### config.mk
export PLATFORM = sky130hd
export DESIGN_NAME = uart_tx_feeder
export DESIGN_NICKNAME = d
export VERILOG_FILES = /design/src/rtl/uart_pkg.sv /design/src/rtl/uart_byte_fifo.sv /design/src/rtl/uart_tx_feeder.sv
export SDC_FILE = /design/constraint.sdc
export NUM_CORES = 1
export LEC_CHECK = 0
export ABC_AREA = 1
export BUFFER_PORTS_ARGS = -buffer_cell sky130_fd_sc_hd__buf_2
export CAP_MARGIN = 5
export CORE_MARGIN = 8
export CORE_UTILIZATION = 55
export CTS_BUF_LIST = sky130_fd_sc_hd__clkbuf_4
export DETAILED_ROUTE_END_ITERATION = 8
export GPL_ROUTABILITY_DRIVEN = 0
export PLACE_DENSITY = 0.82
export SYNTH_ARGS = -nofsm -noshare
export SYNTH_HDL_FRONTEND = slang
export SYNTH_SLANG_ARGS = --single-unit
### constraint.sdc
create_clock -name clk -period 2.2 [get_ports clk]
set_input_delay 0.44 -clock clk [delete_from_list [all_inputs] [get_ports clk]]
set_output_delay 0.44 -clock clk [all_outputs]
set_load 0.01 [all_outputs]
### src/rtl/uart_pkg.sv
// uart_pkg: shared constants and FSM state encoding for the UART transmit feeder.
`default_nettype none
package uart_pkg;
   localparam int BYTE_W        = 8;
   localparam int DEFAULT_DEPTH = 16;

   typedef enum logic {
      IDLE = 1'b0,
      BUSY = 1'b1
   } state_t;
endpackage
`default_nettype wire

### src/rtl/uart_byte_fifo.sv
// uart_byte_fifo: first-word fall-through byte FIFO; full/empty come from the occupancy count.
`default_nettype none
module uart_byte_fifo
   import uart_pkg::*;
#(
   parameter int DEPTH  = DEFAULT_DEPTH,
   parameter int ADDR_W = 4
) (
   input  logic              clk,
   input  logic              rst,
   input  logic              wr_en,
   input  logic [BYTE_W-1:0] wr_data,
   input  logic              rd_en,
   output logic [BYTE_W-1:0] rd_data,
   output logic [ADDR_W:0]   count,
   output logic              full,
   output logic              empty
);
   localparam logic [ADDR_W:0]   CNT_FULL = DEPTH[ADDR_W:0];
   localparam logic [ADDR_W:0]   CNT_ONE  = {{ADDR_W{1'b0}}, 1'b1};
   localparam logic [ADDR_W-1:0] PTR_ONE  = {{(ADDR_W-1){1'b0}}, 1'b1};

   logic [BYTE_W-1:0] mem [DEPTH];
   logic [ADDR_W-1:0] wptr;
   logic [ADDR_W-1:0] rptr;
   logic              wr_accept;
   logic              rd_accept;

   assign full      = (count == CNT_FULL);
   assign empty     = (count == '0);
   // A pop frees a slot in the same cycle, so a write at full is still taken.
   assign wr_accept = wr_en && (!full || rd_accept);
   assign rd_accept = rd_en && !empty;
   assign rd_data   = mem[rptr];

   always_ff @(posedge clk) begin
      if (wr_accept) begin
         mem[wptr] <= wr_data;
      end
   end

   always_ff @(posedge clk or posedge rst) begin
      if (rst) begin
         wptr  <= '0;
         rptr  <= '0;
         count <= '0;
      end else begin
         if (wr_accept) begin
            wptr <= wptr + PTR_ONE;
         end
         if (rd_accept) begin
            rptr <= rptr + PTR_ONE;
         end
         case ({wr_accept, rd_accept})
            2'b10:   count <= count + CNT_ONE;
            2'b01:   count <= count - CNT_ONE;
            default: count <= count;
         endcase
      end
   end
endmodule
`default_nettype wire

### src/rtl/uart_tx_feeder.sv
// uart_tx_feeder: buffers host bytes and feeds them back-to-back to the UART transmit stage.
`default_nettype none
module uart_tx_feeder
   import uart_pkg::*;
#(
   parameter int DEPTH  = DEFAULT_DEPTH,
   parameter int ADDR_W = 4
) (
   input  logic              clk,
   input  logic              rst,
   input  logic              wr_en,
   input  logic [BYTE_W-1:0] wr_data,
   output logic              full,
   output logic              empty,
   output logic [ADDR_W:0]   count,
   output logic              overflow,
   input  logic              clr_ovf,
   output logic              tx_en_sig,
   output logic [BYTE_W-1:0] tx_data,
   input  logic              tx_done_sig
);
   state_t            state;
   state_t            state_next;
   logic              pop;
   logic              drop;
   logic [BYTE_W-1:0] head;

   uart_byte_fifo #(
      .DEPTH  (DEPTH),
      .ADDR_W (ADDR_W)
   ) u_fifo (
      .clk     (clk),
      .rst     (rst),
      .wr_en   (wr_en),
      .wr_data (wr_data),
      .rd_en   (pop),
      .rd_data (head),
      .count   (count),
      .full    (full),
      .empty   (empty)
   );

   assign drop      = wr_en && full && !pop;
   assign tx_en_sig = (state == BUSY);

   always_ff @(posedge clk or posedge rst) begin
      if (rst) begin
         state <= IDLE;
      end else begin
         state <= state_next;
      end
   end

   always_comb begin
      state_next = state;
      pop        = 1'b0;
      case (state)
         IDLE: begin
            if (!empty) begin
               pop        = 1'b1;
               state_next = BUSY;
            end
         end
         BUSY: begin
            // Pre-edge empty decides: a byte written this cycle waits for IDLE.
            if (tx_done_sig) begin
               if (!empty) begin
                  pop = 1'b1;
               end else begin
                  state_next = IDLE;
               end
            end
         end
         default: state_next = IDLE;
      endcase
   end

   always_ff @(posedge clk or posedge rst) begin
      if (rst) begin
         tx_data  <= '0;
         overflow <= 1'b0;
      end else begin
         if (pop) begin
            tx_data <= head;
         end
         if (drop) begin
            overflow <= 1'b1;
         end else if (clr_ovf) begin
            overflow <= 1'b0;
         end
      end
   end
endmodule
`default_nettype wire
==> results of run 1 <==
power breakdown:
| part | switching (mW) | internal (mW) |
|---|---|---|
| sequential | 0.305 | 3.53 |
| clock | 0.938 | 0.806 |
| combinational | 2.29 | 1.15 |
| total | 3.54 | 5.49 |
layout make-up:
class	instances	area [um2]	area share, %
flip-flops and latches	151	4425	59.60
repair buffers	59	397.9	5.358
multi-input cells	374	1770	23.84
clock buffers	19	142.6	1.921
diodes	1	2.502	0.03370
inverters	91	347.8	4.684
clock inverters	12	155.1	2.089
well taps	147	183.9	2.477
sequential cells by signal (all words and copies together), names as in the netlist:
name	count
overflow	1
tx_data	8
tx_en_sig	1
u_fifo.count	5
u_fifo.mem	128
u_fifo.rptr	4
u_fifo.wptr	4
metal layers:
layer	wire length, um	share of wire [%]
met2	7170	48
met3	1248	8.4
met5	0	0
met1	5790	39
met4	592	4.0
critical path, stage by stage (launching register included):
cell and delay, ns:
dfrtp_2 0.49, nor2_4 0.12, nand3_2 0.12, nand2_4 0.11, inv_2 0.06, nand2_4 0.09, clkinvlp_4 0.19, ha_4 0.36
nand3_1 0.12, nand2_1 0.12, xor2_1 0.22, nand2_1 0.09, nand2_1 0.07
cells in the final DEF (no fill, tap or decap), drive strengths merged, types with 7 or more instances in the layout:
cell,n
buf,58
clkbuf,19
clkinv,8
dfrtp,23
edfxtp,128
ha,8
inv,89
nand2,230
nand3,92
nor2,19
o211ai,8
xor2,7
what timing repair did:
| action | in CTS | in global routing |
|---|---|---|
| endpoints found under the setup margin | 1 | 2 |
| hold buffers | 1 | 0 |
| endpoints found under the hold margin | 8 | 0 |
| pin swaps | 0 | 2 |
| setup buffers | 0 | 5 |
| resized for setup | 1 | 15 |
final timing paths:
check | start | end | slack, ns | cells after the start
hold reg to reg | tx_data[6] | tx_data[6] | 0.49 | 2
max in group asynchronous | rst | u_fifo.rptr[3] | 1.30 | 4
min in group asynchronous | rst | u_fifo.wptr[0] | 0.37 | 3
setup reg to reg | u_fifo.count[0] | u_fifo.count[3] | -0.02 | 12
setup / recovery | u_fifo.count[0] | u_fifo.count[3] | -0.02 | 12
hold / removal | clr_ovf | overflow | 0.08 | 2
metrics by stage:
step | std cells | power (mW) | area [um2] | hold WS [ns] | setup WS (ns)
2_1_floorplan | 643 | 6.224 | 6693 | 0.4419 | 0.2665
3_3_place_gp | 816 | 6.945 | 7012 | 0.4046 | 0.2220
3_5_place_dp | 816 | 7.079 | 7012 | 0.4029 | 0.06443
4_1_cts | 848 | 8.821 | 7322 | 0.05215 | 0.008924
5_1_grt | 854 | 9.535 | 7426 | 0.04161 | -0.05919
6_report | 854 | 9.032 | 7426 | 0.07917 | -0.01560
cell families (layout without fill, tap and decap cells):
kind of cell / count (synthesis) / in the layout / synth area share, %
AND/OR/NAND/NOR: 342 / 342 / 21.31
flip-flops: 151 / 151 / 66.03
buffers and inverters: 118 / 181 / 8.375
AO/OA/AOI/OAI: 15 / 15 / 1.439
adder cells (fa/ha/maj): 9 / 9 / 1.795
XOR/XNOR: 8 / 8 / 1.047
other: 0 / 1 / 0
==> flow_summary_export.csv, run 1 <==
group,metric,value,unit
status,status,"finished, violations left",
status,failed_checks,"negative setup slack",
synthesis,post-synth-top-count-cell,"nand2_1",
global_routing,pin_count_of_the_biggest_net_entering_global_routing,75,
cells_and_area,drive_gt1_share,16.29,%
clock_tree,cts_tree,"yes",
timing,timing_worst_slew_pin_value,0.5705,ns
synthesis,post_synth_main_area_contributors,"edfxtp_1 (57%), nand2_1 (13%), dfrtp_1 (8.6%), nand3_1 (6.7%), inv_1 (4.7%)",
synthesis,post_synth_num_cell_types,23,
setup_path,start_kind,"register",
place,dp_hpwl,9.345,mm
synthesis,most_instantiated_flip_flop_cell_in_the_synthesis_netlist,"edfxtp_1",
timing,tns,-0.01560,ns
timing,final.setup_skew,0.02224,ns
floorplanning,die-height,126.3,um
clock_tree,root_buffer,"clkbuf_4",
worst_hold_path,hold_class,"primary input to register",
global_routing,grtUsageMet1,23.22,%
power,power_per_cell_area,1216,mW/mm2
clock_tree,worstSkewPairLatency,0.55,ns
flow_run,drv.max_cap_violation_count,0,
global_routing,grt.busiest_layer,"met2",
routing,drt_drc_violations_left,0,
floorplanning,die_area,0.01595,mm2
synthesis,yosys_warnings,0,
floorplanning,initial_core_util,55.95,%
synthesis,post_synth_inst_count,643,
timing,timing.final.ws_setup,-0.01560,ns
routing,post_detailed_route_count_of_antenna_violating_nets,0,
routing,total_length_of_routed_wires,14.80,mm
timing,final.period_utilization,100.7,%
clock_tree,clock_sinks,151,
floorplanning,coreArea,0.01196,mm2
routing,drt-initial-drc-count,663,
setup_path,worst_ep_arrival_time,2.70,ns
global_routing,gr-usage-met2,29.53,%
routing,detail_route.first_pass.iterations,7,
power,leakage,3.272,nW
routing,dr_total_vias,4681,
global_routing,vias_in_the_first_global_route,4445,
cells_and_area,nNetsFinal,716,
routing,post_drt_via_cell_ratio,5.481,
timing,final-hold-violation-count,0,
global_routing,grt_util_met3,4.734,%
floorplanning,std_cell_rows,40,
synthesis,synth_enable_flop_cells,128,
clock_tree,cts_buffers,17,
synthesis,synth.avg_cell_area,10.41,um2
synthesis,synth_top_area_share,57.43,%
global_routing,grt_antenna_before_repair,1,
clock_tree,clockBufferDepth,2,
synthesis,yosysSeqAreaShare,66.03,%
setup_path,worst_ep_required_time,2.69,ns
global_routing,grt-ovfl-total,0,
timing,setup_viol,1,
synthesis,synth-seq-cells,151,
synthesis,synth_area_leader_cell,"edfxtp_1",
synthesis,synth-async-reset-ratio,15.23,%
clock_tree,cts.reportedPaths.clkPinSlew,0.12,ns
power,irDropWorstVdd,0.5474,mV
synthesis,synth.cell_area,0.006693,mm2
clock_tree,cts_h_tree_lvls,4,
cells_and_area,fin_util,62.08,%
global_routing,grt.total_usage,18.64,%
floorplanning,design.portCount,30,
cells_and_area,layout-area-overhead-vs-synth,10.96,%
timing,maxSlewHeadroom,61.91,%
setup_path,worstSetupEndpointType,"register",
timing,finalMaxSlewViolations,0,
place,buffer_ports.inserted,29,
routing,wl_per_cell,17.33,um
floorplanning,floorplan.die.width,126.3,um
global_routing,grt_first_pass_wirelength,22.64,mm
timing,fmax,0.4513,GHz
timing,finalCriticalPeriod,2.216,ns
synthesis,ys_top_cells_by_count,"nand2_1 (225), edfxtp_1 (128), nand3_1 (90), inv_1 (84), dfrtp_1 (23)",
setup_path,critical_path_peak_fanout,5,
setup_path,criticalPathCategory,"register to register",
synthesis,syn_nets,665,
cells_and_area,nFillCells,926,
No activity file was read; power rests on OpenSTA's default activity.
==> run 2: changes to the inputs <==
--- a/config.mk
+++ b/config.mk
@@ -9,4 +9,5 @@
 export BUFFER_PORTS_ARGS = -buffer_cell sky130_fd_sc_hd__buf_2
 export CAP_MARGIN = 5
+export CORE_ASPECT_RATIO = 1.1
 export CORE_MARGIN = 8
 export CORE_UTILIZATION = 55
@@ -14,6 +15,7 @@
 export DETAILED_ROUTE_END_ITERATION = 8
 export GPL_ROUTABILITY_DRIVEN = 0
-export PLACE_DENSITY = 0.82
+export PLACE_DENSITY = 0.83
 export SYNTH_ARGS = -nofsm -noshare
 export SYNTH_HDL_FRONTEND = slang
+export SYNTH_HIERARCHICAL = 1
 export SYNTH_SLANG_ARGS = --single-unit
==> constraint.sdc (replaced) <==
create_clock -name clk -period 2.2 [get_ports clk]
set_input_delay 0.11 -clock clk [delete_from_list [all_inputs] [get_ports clk]]
set_output_delay 0.11 -clock clk [all_outputs]
set_load 0.01 [all_outputs]
==> run 2 against run 1 <==
  * The flow now finishes without violations
  * Synthesized cell count shrank 13%
  * Final cell count shrank 9.1%
  * Highest routed layer unchanged
  * Combinational power shrank 5%
  * Utilization grew 1.9 points
  * Critical path type unchanged
  * Count of clock-buffer cells in the layout shrank 1
  * Global-route usage shrank 0.25 points
  * Design area shrank 1.0%
  * Largest cell class unchanged
==> flow_summary_export.csv, run 2 <==
group,metric,value,unit
status,status,"finished clean",
global_routing,grt_antenna_before_repair,1,
timing,rsz0062_at_grt,"true",
routing,total_length_of_routed_wires,13.63,mm
timing,finalCriticalPeriod,2.171,ns
synthesis,synth.cell_area,0.006497,mm2
floorplanning,design.portCount,30,
cells_and_area,nNetsFinal,634,
clock_tree,cts_buffers,17,
routing,post_drt_via_cell_ratio,5.655,
cells_and_area,most-common-layout-cells,"edfxtp_1 (128), inv_1 (80), nand2_1 (78)",
timing,timing_worst_slew_pin_value,0.8364,ns
setup_path,worstSetupEndpointType,"register",
place,placed_cells_incl_taps,726,
setup_path,worst_ep_required_time,2.36,ns
timing,maxSlewHeadroom,44.04,%
cells_and_area,register_with_the_highest_flop_count,"u_fifo/mem",
synthesis,synth-async-reset-ratio,15.23,%
cells_and_area,layout-area-overhead-vs-synth,13.13,%
setup_path,cell_chain_critical_path,"nor2_4 > nand3_2 > inv_2 > inv_2 > nand2_4 > inv_2 > o21ai_4 > inv_4 > nand2_1 > nor2_1",
timing,final.setup_skew,0.01734,ns
global_routing,vias_in_the_first_global_route,4353,
floorplanning,die_area,0.01555,mm2
routing,wl_per_cell,17.57,um
clock_tree,root_buffer,"clkbuf_4",
setup_path,timing.reg2reg.setup_slack,0.03,ns
timing,tns,0,ns
synthesis,post_synth_inst_count,557,
timing,fmax,0.4606,GHz
synthesis,yosysSeqAreaShare,68.01,%
cells_and_area,most_common_cell_after_layout_fill_and_taps_aside,"edfxtp_1",
place,buffer_ports.inserted,29,
place,dpl-instance-area,0.006894,mm2
routing,drt_drc_violations_left,0,
clock_tree,cts_tree,"yes",
cells_and_area,final_cells,776,
floorplanning,std_cell_rows,41,
flow_run,drv.max_cap_violation_count,0,
routing,post_detailed_route_count_of_antenna_violating_nets,0,
timing,final-hold-violation-count,0,
timing,setup_viol,0,
cells_and_area,drive_gt1_share,18.24,%
power,leakage,2.937,nW
setup_path,path_common_cell,"inv_2",
synthesis,synth_enable_flop_cells,128,
synthesis,synth.avg_cell_area,11.67,um2
floorplanning,coreArea,0.01149,mm2
synthesis,synth_top_area_share,59.16,%
cells_and_area,fin_util,63.97,%
timing,finalMaxSlewViolations,0,
cells_and_area,max_ffs_per_register,128,
global_routing,grt_first_pass_wirelength,21.82,mm
floorplanning,die-height,130.0,um
power,irDropWorstVdd,0.5374,mV
routing,drt-initial-drc-count,391,
floorplanning,initial_core_util,56.54,%
synthesis,most_instantiated_flip_flop_cell_in_the_synthesis_netlist,"edfxtp_1",
place,dp_hpwl,8.965,mm
global_routing,grt-ovfl-total,0,
synthesis,post-synth-top-count-cell,"edfxtp_1",
timing,final.period_utilization,98.68,%
routing,dr_total_vias,4388,
setup_path,start_kind,"register",
cells_and_area,layout_top_registers,"u_fifo/mem: 128 flops, tx_data: 8 flops, u_fifo/count: 5 flops",
setup_path,worst_path_largest_cell_delay,0.64,ns
cells_and_area,postLayoutCellArea,0.007351,mm2
clock_tree,clock_sinks,151,
floorplanning,floorplan.die.width,119.6,um
global_routing,grt.total_usage,18.39,%
synthesis,synth-seq-cells,151,
synthesis,post_synth_num_cell_types,28,
clock_tree,clockBufferDepth,2,
synthesis,post_synth_main_area_contributors,"edfxtp_1 (59%), dfrtp_1 (8.9%), inv_1 (4.8%), nand3_1 (4.8%), nand2_1 (4.5%)",
setup_path,criticalPathCategory,"register to register",
clock_tree,cts.reportedPaths.clkPinSlew,0.13,ns
synthesis,ys_top_cells_by_count,"edfxtp_1 (128), inv_1 (83), nand2_1 (78), nand3_1 (62), a21oi_1 (35)",
synthesis,synth_area_leader_cell,"edfxtp_1",
synthesis,syn_nets,579,
global_routing,pin_count_of_the_biggest_net_entering_global_routing,45,
setup_path,worst_ep_arrival_time,2.33,ns
setup_path,highest_delay_cell_along_the_critical_path,"nor2_1",
routing,detail_route.first_pass.iterations,6,
setup_path,critical_path_peak_fanout,8,
worst_hold_path,hold_class,"primary input to asynchronous set/reset pin",
clock_tree,worstSkewPairLatency,0.52,ns
power,power_per_cell_area,1195,mW/mm2
clock_tree,cts_h_tree_lvls,4,
synthesis,yosys_warnings,6,
==> run 2: changes by cell type in the layout (fill, tap and decap cells not counted), moves of 12 or more <==
cell,before,now
nand2_1,225,78
o211ai_1,8,32
nand3_1,90,62
dlygate4sd3_1,1,13
a21oi_1,1,34
o21ai_0,0,34
==> run 2: worst paths after layout <==
kind	start	endpoint	cells after the start
worst min register to register	tx_data[7]	tx_data[7]	2
max in group asynchronous	rst	u_fifo/rptr[0]	3
min in group clk	tx_done_sig	tx_en_sig	5
worst min-delay path	rst	overflow	3
worst max register to register	u_fifo/count[0]	u_fifo/mem[1][3]	10
worst max-delay path	u_fifo/count[0]	u_fifo/mem[1][3]	10
==> run 2: layout make-up <==
type,instances,area (um2)
diodes,1,2.502
clock buffers,18,135.1
clock inverters,14,133.9
fillers,853,4140
inverters,88,335.3
multi-input cells,293,1674
flip-flops and latches,151,4427
well taps,150,187.7
repair buffers,61,455.4
==> run 2: timing repair <==
item | 4_1_cts | 5_1_grt
buffers inserted | 0 | 4
endpoints found under the hold margin | 163 | 0
pin swaps | 0 | 2
setup endpoints to repair | 19 | 92
gates resized for setup | 3 | 8
hold buffers | 13 | 0
==> run 2: worst max-delay path: cells and delay by family (launching register included) <==
| family | cells | cell delay [ns] |
|---|---|---|
| AND/OR/NAND/NOR | 5 | 0.97 |
| AO/OA/AOI/OAI | 1 | 0.09 |
| flip-flops | 1 | 0.45 |
| buffers and inverters | 4 | 0.30 |
==> run 2: metrics by stage <==
step	setup slack [ns]	total power [mW]	hold slack [ns]
2_1_floorplan	-0.02024	6.066	-0.04982
3_3_place_gp	0.1059	6.924	0.08894
3_5_place_dp	0.001175	7.086	0.1074
4_1_cts	0.02187	8.714	0.04200
5_1_grt	-0.03839	9.330	0.07036
6_report	0.02911	8.781	0.09915
==> run 2: power by group <==
part | leakage (nW) | switching, mW | total [mW] | internal (mW)
logic | 1.38 | 2.07 | 3.28 | 1.20
registers | 1.42 | 0.348 | 3.90 | 3.55
clock network | 0.137 | 0.933 | 1.61 | 0.673
==> run 2: per-layer routing <==
| metal | routed length [um] | track usage, % | vias to the layer above |
|---|---|---|---|
| li1 | - | - | 2026 |
| met1 | 5361 | 21.06 | 2138 |
| met4 | 233 | 8.824 | 0 |
| met5 | 0 | 0 | - |
| met3 | 1014 | 4.622 | 26 |
| met2 | 7022 | 31.87 | 198 |
==> run 2: kinds of logic after synthesis <==
group / Yosys count / synth area share (%)
compound gates: 103 / 9.397
xor+xnor: 9 / 1.329
fa+ha+maj: 9 / 1.849
buf+inv: 113 / 7.048
flops: 151 / 68.01
simple gates: 172 / 12.36
